===== src/rtl/i2c_target_port_if.sv =====
// i2c_target_port_if
// Byte-level handshake between the I2C target port and the local client.
//   rx_data  [7:0]  target -> client  last received write byte
//   rx_valid        target -> client  1-cycle pulse, rx_data updated
//   rx_ready        client -> target  client can accept a write byte
//   tx_req          target -> client  1-cycle pulse, a read byte is needed
//   tx_data  [7:0]  client -> target  read byte
//   tx_valid        client -> target  tx_data is valid
// Modports: slave = the target port itself, master = the client side.
interface i2c_target_port_if;
  logic [7:0] rx_data;
  logic       rx_valid;
  logic       rx_ready;
  logic       tx_req;
  logic [7:0] tx_data;
  logic       tx_valid;

  modport slave (
    output rx_data, rx_valid, tx_req,
    input  rx_ready, tx_data, tx_valid
  );

  modport master (
    input  rx_data, rx_valid, tx_req,
    output rx_ready, tx_data, tx_valid
  );
endinterface


===== src/rtl/i2c_target_port.sv =====
// i2c_target_port
// I2C target (responder). Oversamples SCL/SDA, filters glitches, detects
// START/STOP, matches a 7-bit address, receives write bytes, serves read bytes
// and stretches SCL while the client has not yet supplied read data.
// The bus is driven open-drain only: *_oe = 1 pulls the line low.
// Ports:
//   clk, rst_n      clock, asynchronous active-low reset
//   scl_i, sda_i    raw pad levels
//   scl_oe, sda_oe  pull-low enables (clock stretch / ACK or data 0)
//   busy            high from START to STOP
//   hs              byte handshake (rx_*, tx_*), see i2c_target_port_if
module i2c_target_port #(
  parameter logic [6:0]  TARGET_ADDR   = 7'h50,
  parameter int unsigned SYNC_STAGES   = 2,
  parameter int unsigned GLITCH_CYCLES = 3
) (
  input  logic             clk,
  input  logic             rst_n,
  input  logic             scl_i,
  input  logic             sda_i,
  output logic             scl_oe,
  output logic             sda_oe,
  output logic             busy,
  i2c_target_port_if.slave hs
);

  localparam int unsigned CW = $clog2(GLITCH_CYCLES + 1);

  typedef enum logic [3:0] {
    IDLE, ADDR, ADDR_ACK, WR_BYTE, WR_ACK, TX_LOAD, TX_BYTE, TX_ACK, WAIT_STOP
  } state_t;

  // ---------------- input conditioning: line 0 = SCL, line 1 = SDA ----------------
  logic [1:0] raw_in, filt, filt_prev;
  assign raw_in = {sda_i, scl_i};

  for (genvar gi = 0; gi < 2; gi++) begin : g_line
    logic [SYNC_STAGES-1:0] sync_q;
    logic [CW-1:0]          cnt_q;
    logic                   filt_q, prev_q;

    // The filtered level only moves after GLITCH_CYCLES consecutive
    // synchronised samples disagree with it; any agreeing sample restarts the count.
    always_ff @(posedge clk or negedge rst_n) begin
      if (!rst_n) begin
        sync_q <= '1;
        cnt_q  <= '0;
        filt_q <= 1'b1;
        prev_q <= 1'b1;
      end else begin
        sync_q <= {sync_q[SYNC_STAGES-2:0], raw_in[gi]};
        prev_q <= filt_q;
        if (sync_q[SYNC_STAGES-1] == filt_q) begin
          cnt_q <= '0;
        end else if (cnt_q == CW'(GLITCH_CYCLES - 1)) begin
          filt_q <= sync_q[SYNC_STAGES-1];
          cnt_q  <= '0;
        end else begin
          cnt_q <= cnt_q + 1'b1;
        end
      end
    end

    assign filt[gi]      = filt_q;
    assign filt_prev[gi] = prev_q;
  end

  logic scl_f, sda_f, scl_p, sda_p;
  logic scl_rise, scl_fall, start_det, stop_det;
  assign scl_f     = filt[0];
  assign sda_f     = filt[1];
  assign scl_p     = filt_prev[0];
  assign sda_p     = filt_prev[1];
  assign scl_rise  = scl_f & ~scl_p;
  assign scl_fall  = ~scl_f & scl_p;
  assign start_det = scl_f & scl_p & sda_p & ~sda_f;
  assign stop_det  = scl_f & scl_p & ~sda_p & sda_f;

  // ---------------- protocol FSM ----------------
  state_t     state_q, state_d;
  logic [2:0] bitcnt_q, bitcnt_d;
  logic [7:0] shreg_q, shreg_d;
  logic       ack_on_q, ack_on_d;   // ACK slot: 0 = waiting to drive, 1 = driving
  logic       have_q, have_d;       // TX_LOAD: read byte already latched
  logic       fell_q, fell_d;       // TX_LOAD: SCL is already in its low phase
  logic       sda_oe_q, sda_oe_d, scl_oe_q, scl_oe_d, busy_q, busy_d;
  logic [7:0] rx_data_q, rx_data_d;
  logic       rx_valid_q, rx_valid_d, tx_req_q, tx_req_d;

  logic [7:0] byte_in, tx_byte;
  logic       tx_low;
  assign byte_in = {shreg_q[6:0], sda_f};
  assign tx_byte = have_q ? shreg_q : hs.tx_data;
  assign tx_low  = fell_q | scl_fall;

  always_ff @(posedge clk or negedge rst_n) begin
    if (!rst_n) begin
      state_q    <= IDLE;
      bitcnt_q   <= '0;
      shreg_q    <= '0;
      ack_on_q   <= 1'b0;
      have_q     <= 1'b0;
      fell_q     <= 1'b0;
      sda_oe_q   <= 1'b0;
      scl_oe_q   <= 1'b0;
      busy_q     <= 1'b0;
      rx_data_q  <= '0;
      rx_valid_q <= 1'b0;
      tx_req_q   <= 1'b0;
    end else begin
      state_q    <= state_d;
      bitcnt_q   <= bitcnt_d;
      shreg_q    <= shreg_d;
      ack_on_q   <= ack_on_d;
      have_q     <= have_d;
      fell_q     <= fell_d;
      sda_oe_q   <= sda_oe_d;
      scl_oe_q   <= scl_oe_d;
      busy_q     <= busy_d;
      rx_data_q  <= rx_data_d;
      rx_valid_q <= rx_valid_d;
      tx_req_q   <= tx_req_d;
    end
  end

  always_comb begin
    state_d    = state_q;
    bitcnt_d   = bitcnt_q;
    shreg_d    = shreg_q;
    ack_on_d   = ack_on_q;
    have_d     = have_q;
    fell_d     = fell_q;
    sda_oe_d   = sda_oe_q;
    scl_oe_d   = scl_oe_q;
    busy_d     = busy_q;
    rx_data_d  = rx_data_q;
    rx_valid_d = 1'b0;
    tx_req_d   = 1'b0;

    // Bus conditions win over any SCL edge seen in the same cycle.
    if (stop_det) begin
      state_d  = IDLE;
      sda_oe_d = 1'b0;
      scl_oe_d = 1'b0;
      busy_d   = 1'b0;
    end else if (start_det) begin
      state_d  = ADDR;
      bitcnt_d = '0;
      sda_oe_d = 1'b0;
      scl_oe_d = 1'b0;
      busy_d   = 1'b1;
    end else begin
      case (state_q)
        ADDR: begin
          if (scl_rise) begin
            shreg_d  = byte_in;
            bitcnt_d = bitcnt_q + 3'd1;
            if (bitcnt_q == 3'd7) begin
              ack_on_d = 1'b0;
              state_d  = (byte_in[7:1] == TARGET_ADDR) ? ADDR_ACK : WAIT_STOP;
            end
          end
        end
        // First falling edge starts the ACK, the next one (end of 9th clock) ends it.
        ADDR_ACK, WR_ACK: begin
          if (scl_fall) begin
            if (!ack_on_q) begin
              sda_oe_d = 1'b1;
              ack_on_d = 1'b1;
            end else begin
              sda_oe_d = 1'b0;
              ack_on_d = 1'b0;
              if (state_q == WR_ACK || !shreg_q[0]) begin
                state_d = WR_BYTE;
              end else begin
                state_d  = TX_LOAD;
                tx_req_d = 1'b1;
                have_d   = 1'b0;
                fell_d   = 1'b1;   // entered right on the falling edge
              end
            end
          end
        end
        WR_BYTE: begin
          if (scl_rise) begin
            shreg_d  = byte_in;
            bitcnt_d = bitcnt_q + 3'd1;
            if (bitcnt_q == 3'd7) begin
              if (hs.rx_ready) begin
                rx_data_d  = byte_in;
                rx_valid_d = 1'b1;
                ack_on_d   = 1'b0;
                state_d    = WR_ACK;
              end else begin
                state_d = WAIT_STOP;   // SDA stays released: NACK
              end
            end
          end
        end
        TX_LOAD: begin
          if (scl_fall) fell_d = 1'b1;
          if (!have_q && hs.tx_valid) begin
            shreg_d = hs.tx_data;
            have_d  = 1'b1;
          end
          if (tx_low && (have_q || hs.tx_valid)) begin
            // Put bit 7 on the bus now; scl_oe is dropped in TX_BYTE one cycle later.
            sda_oe_d = ~tx_byte[7];
            shreg_d  = {tx_byte[6:0], 1'b0};
            bitcnt_d = '0;
            state_d  = TX_BYTE;
          end else if (tx_low) begin
            scl_oe_d = 1'b1;
          end
        end
        TX_BYTE: begin
          scl_oe_d = 1'b0;
          if (scl_fall) begin
            bitcnt_d = bitcnt_q + 3'd1;
            if (bitcnt_q == 3'd7) begin
              sda_oe_d = 1'b0;
              state_d  = TX_ACK;
            end else begin
              sda_oe_d = ~shreg_q[7];
              shreg_d  = {shreg_q[6:0], 1'b0};
            end
          end
        end
        TX_ACK: begin
          if (scl_rise) begin
            if (!sda_f) begin
              state_d  = TX_LOAD;
              tx_req_d = 1'b1;
              have_d   = 1'b0;
              fell_d   = 1'b0;   // SCL still high; stretch starts at its fall
            end else begin
              state_d = WAIT_STOP;
            end
          end
        end
        IDLE, WAIT_STOP: begin
          sda_oe_d = 1'b0;
          scl_oe_d = 1'b0;
        end
        default: state_d = IDLE;
      endcase
    end
  end

  assign scl_oe      = scl_oe_q;
  assign sda_oe      = sda_oe_q;
  assign busy        = busy_q;
  assign hs.rx_data  = rx_data_q;
  assign hs.rx_valid = rx_valid_q;
  assign hs.tx_req   = tx_req_q;

endmodule


===== src/flat_wrapper.sv =====
// flat-port wrapper written by rule: the top's interface ports become plain ports
module i2c_target_port_flat 
#(
  parameter logic [6:0]  TARGET_ADDR   = 7'h50,
  parameter int unsigned SYNC_STAGES   = 2,
  parameter int unsigned GLITCH_CYCLES = 3
)
  (clk, rst_n, scl_i, sda_i, scl_oe, sda_oe, busy, hs_rx_data, hs_rx_valid, hs_tx_req, hs_rx_ready, hs_tx_data, hs_tx_valid);
  i2c_target_port_if hs_i ();
  input  logic clk;
  input  logic rst_n;
  input  logic scl_i;
  input  logic sda_i;
  output logic scl_oe;
  output logic sda_oe;
  output logic busy;
  output wire logic [$bits(hs_i.rx_data)-1:0] hs_rx_data;
  output wire logic [$bits(hs_i.rx_valid)-1:0] hs_rx_valid;
  output wire logic [$bits(hs_i.tx_req)-1:0] hs_tx_req;
  input wire logic [$bits(hs_i.rx_ready)-1:0] hs_rx_ready;
  input wire logic [$bits(hs_i.tx_data)-1:0] hs_tx_data;
  input wire logic [$bits(hs_i.tx_valid)-1:0] hs_tx_valid;
  assign hs_rx_data = hs_i.rx_data;
  assign hs_rx_valid = hs_i.rx_valid;
  assign hs_tx_req = hs_i.tx_req;
  assign hs_i.rx_ready = hs_rx_ready;
  assign hs_i.tx_data = hs_tx_data;
  assign hs_i.tx_valid = hs_tx_valid;
  i2c_target_port #(.TARGET_ADDR(TARGET_ADDR), .SYNC_STAGES(SYNC_STAGES), .GLITCH_CYCLES(GLITCH_CYCLES)) u_core (.clk(clk), .rst_n(rst_n), .scl_i(scl_i), .sda_i(sda_i), .scl_oe(scl_oe), .sda_oe(sda_oe), .busy(busy), .hs(hs_i));
endmodule

===== config.mk =====
export PLATFORM = sky130hd
export DESIGN_NAME = i2c_target_port_flat
export DESIGN_NICKNAME = d
export VERILOG_FILES = /design/src/rtl/i2c_target_port_if.sv /design/src/rtl/i2c_target_port.sv /design/src/flat_wrapper.sv
export SDC_FILE = /design/constraint.sdc
export NUM_CORES = 1
export LEC_CHECK = 0
export BUFFER_PORTS_ARGS = -buffer_cell sky130_fd_sc_hd__buf_2
export CORE_UTILIZATION = 30
export DETAILED_ROUTE_END_ITERATION = 10
export GPL_ROUTABILITY_DRIVEN = 0
export HOLD_SLACK_MARGIN = 0.05
export SYNTH_ARGS = -nofsm -noshare
export SYNTH_HDL_FRONTEND = slang
export SYNTH_SLANG_ARGS = --single-unit

===== constraint.sdc =====
create_clock -name clk -period 6.1 [get_ports clk]
set_clock_uncertainty 0.2 [all_clocks]
set_input_delay 0.305 -clock clk [delete_from_list [all_inputs] [get_ports clk]]
set_output_delay 0.305 -clock clk [all_outputs]
set_load 0.01 [all_outputs]

==> metrics.md <==
| Metric | Value |
|---|---|
| Status | `finished, final reports clean` |
| DIE AREA | `8900 um2` |
| Grt ovf | `0` |
| Syn. warnings | `0` |
| Vias in the first global route | `1937` |
| CP bufs+invs | `0` |
| Unique cell type count in the Yosys netlist | `52` |
| Yosys top cell area share | `0.342` |
| Period utilization | `0.463` |
| # DRC | `0` |
| Worst rel slew slack | `0.367` |
| Area contributors post-synth | `dfrtp_1, dfstp_2, mux2_2` |
| Maximum VDD drop | `0.176 mV` |
| RSZ-0062 raised after global routing | `false` |
| Asr flop ratio synth | `1.00` |
| WL/cell | `15.2 um` |
| Crit Path Category | `flop to flop` |
| Critical path capture point type | `flop` |
| Final Max Slew Viols | `0` |
| I/O pin cnt | `27` |
| Mean post-synth cell area | `10.1 um2` |
| Largest net degree at the start of global routing | `44` |
| Worst stage delay on the critical path | `860 ps` |
| Delay-heaviest family, CP | `simple AND/OR/NAND/NOR gates` |
| Cell Pwr Density | `297 nW/um2` |
| Starting Density | `0.311` |
| Post-synthesis cell area | `2560 um2` |
| MaxCap Viol Count | `0` |
| Die Y | `94.3 um` |
| Sequential cell area fraction in the yosys report | `0.425` |
| Critical-path maximum fanout | `28` |
| Util after Layout | `0.349` |
| Final setup fails | `0` |
| Drt first pass iters | `5` |
| Flop and latch count out of synthesis | `43` |
| Slowest-stage cell, CP | `dfrtp_1` |
| Worst-margin pin slew | `950 ps` |
| Prevailing post-synth register cell | `dfrtp_1` |
| Synthesized instance count | `253` |
| CTS tree | `done` |
| DR iter-0 viols | `206` |
| Max frequency | `354 MHz` |
| Drt via density | `5.35` |
| Top cells by count, synth | `dfrtp_1, mux2_2, nand2_1` |
| Number of synthesized flops with an enable pin | `0` |
| Cell accounting for the most synthesized area | `dfrtp_1` |
| Clock Pin Slew Worst Setup and Hold Paths | `90 ps` |
| Net Count, Synth | `269` |
| Top-count cell post-synth | `dfrtp_1` |
| P_leak | `0.00127 uW` |
| Clock Tree Buf Depth | `2` |
| Via Count | `2026` |
| Drt total wl | `5780 um` |
| Critical Path RT | `6090 ps` |
| Diodes inserted | `0` |
| HPWL after DPL | `3960 um` |
| Antenna-violating nets left | `0` |
| Later-pin clock latency in the skew report | `300 ps` |
| Total core area | `8220 um2` |
| Hold/Removal Path Class | `flop to flop` |
| Tmin final | `2820 ps` |
| PortBufs | `26` |
| Global-route wire length before repair | `9660 um` |
| GRT Total Usage | `0.138` |
| Fillers | `824` |
| P&R area growth vs syn | `12.2%` |
| Die extent in x | `94.3 um` |
| Crit path cell chain | `nor2b_1, nand2_1, a21oi_4, o22ai_1, mux2_2` |
| Final-report hold violation count | `0` |
| Layout cells sized above 1 | `0.285` |
| Root buf cell | `clkbuf_8` |
| Htree depth | `2` |
| Startpoint type of the worst setup path | `flop` |
| Setup TNS | `0 ps` |
| CTS buffer count | `5` |
| # rows | `33` |
| Nets | `289` |
| Worst EP arrival | `2810 ps` |
| Clock Sinks | `43` |
| Initial antenna violation count | `0` |
-- layer usage --
metal | GRT usage | wire length, um | vias up
met2 | 0.205 | 2570 | 52
met4 | 0.0564 | 106 | 0
met5 | 0 | 0 | -
li1 | - | - | 974
met1 | 0.200 | 2850 | 991
met3 | 0.0185 | 252 | 9
-- final timing paths --
check / startpoint / end / slack, ps / cells after the start
setup / recovery: u_core.state_q[2] / u_core.shreg_q[2] / 3280 / 5
hold / removal: u_core.g_line[1].sync_q[0] / u_core.g_line[1].sync_q[1] / 160 / 0
setup reg to reg: u_core.state_q[2] / u_core.shreg_q[2] / 3280 / 5
hold reg to reg: u_core.g_line[1].sync_q[0] / u_core.g_line[1].sync_q[1] / 160 / 0
max in group asynchronous: rst_n / u_core.shreg_q[0] / 4630 / 2
min in group asynchronous: rst_n / u_core.scl_oe / 490 / 2
-- cells in the final DEF, fill, tap and decap left out, types with 4 or more instances in the layout --
| cell | count |
|---|---|
| clkbuf_8 | 5 |
| inv_1 | 4 |
| nor3b_1 | 4 |
| nand3_1 | 8 |
| o21ai_0 | 13 |
| mux2i_1 | 10 |
| buf_2 | 26 |
| o22ai_1 | 5 |
| nand2b_1 | 6 |
| mux2_2 | 18 |
| nand2_1 | 17 |
| or2_2 | 8 |
| dfstp_2 | 8 |
| xnor2_1 | 4 |
| o21a_1 | 4 |
| dfrtp_1 | 35 |
| nor2b_1 | 12 |
| a32o_1 | 4 |
| o211ai_1 | 4 |
| a21oi_1 | 7 |
| nor2_1 | 9 |
| nor3_1 | 8 |
| a2bb2oi_1 | 5 |
| nand3b_1 | 5 |
-- logic make-up after synthesis --
| family | count (synthesis) | synth area share |
|---|---|---|
| and+or+nand+nor | 90 | 0.206 |
| xor gates and xnor gates | 4 | 0.0137 |
| AOI/OAI and AO/OA | 64 | 0.186 |
| DFF | 43 | 0.425 |
| adders and majority gates | 2 | 0.00978 |
| muxes | 28 | 0.118 |
| buffers and inverters | 22 | 0.0411 |
-- flip-flops by register name, indices dropped and copies added (netlist names), 2 cells and up --
signal	cells
u_core.shreg_q	8
u_core.state_q	4
u_core.g_line.cnt_q	4
u_core.bitcnt_q	3
u_core.g_line.filt_q	2
u_core.hs.rx_data	8
u_core.g_line.prev_q	2
u_core.g_line.sync_q	4
-- power by group --
| part | switching (uW) | internal, uW | leakage, uW |
|---|---|---|---|
| combinational | 121 | 111 | 0.000664 |
| sequential | 78.4 | 346 | 0.000558 |
| clock | 110 | 84.3 | 0.0000491 |
| total | 310 | 541 | 0.00127 |
-- worst register-to-register path: cells and delay by family (launching register included) --
family / cells / cell delay [ps]
simple gates: 2 / 940
mux: 1 / 270
flops: 1 / 860
compound gates: 2 / 440
-- repair_timing --
item	CTS	global route
endpoints found under the hold margin	37	0
gates resized for setup	0	0
buffers inserted	0	0
hold buffers	3	0
-- area by class of cell --
cell class | instances | area (um2) | area share
tap | 105 | 131 | 0.0458
inverter | 4 | 15.0 | 0.00523
sequential | 43 | 1090 | 0.379
timing repair buffer | 31 | 175 | 0.0611
clock inverter | 3 | 26.3 | 0.00916
clock buffer | 5 | 68.8 | 0.0240
multi-input combinational | 188 | 1370 | 0.476
-- through the flow --
stage	cells	total power, uW	area [um2]	setup WS [ps]	hold slack (ps)
finish	379	851	2870	3280	159
global route	379	906	2870	3100	163
CTS	379	859	2870	3320	162
detailed placement	368	660	2740	3350	147
global placement	368	655	2740	3400	146
floorplan	253	597	2560	4010	-191
Power figures use the tool's default switching activity.
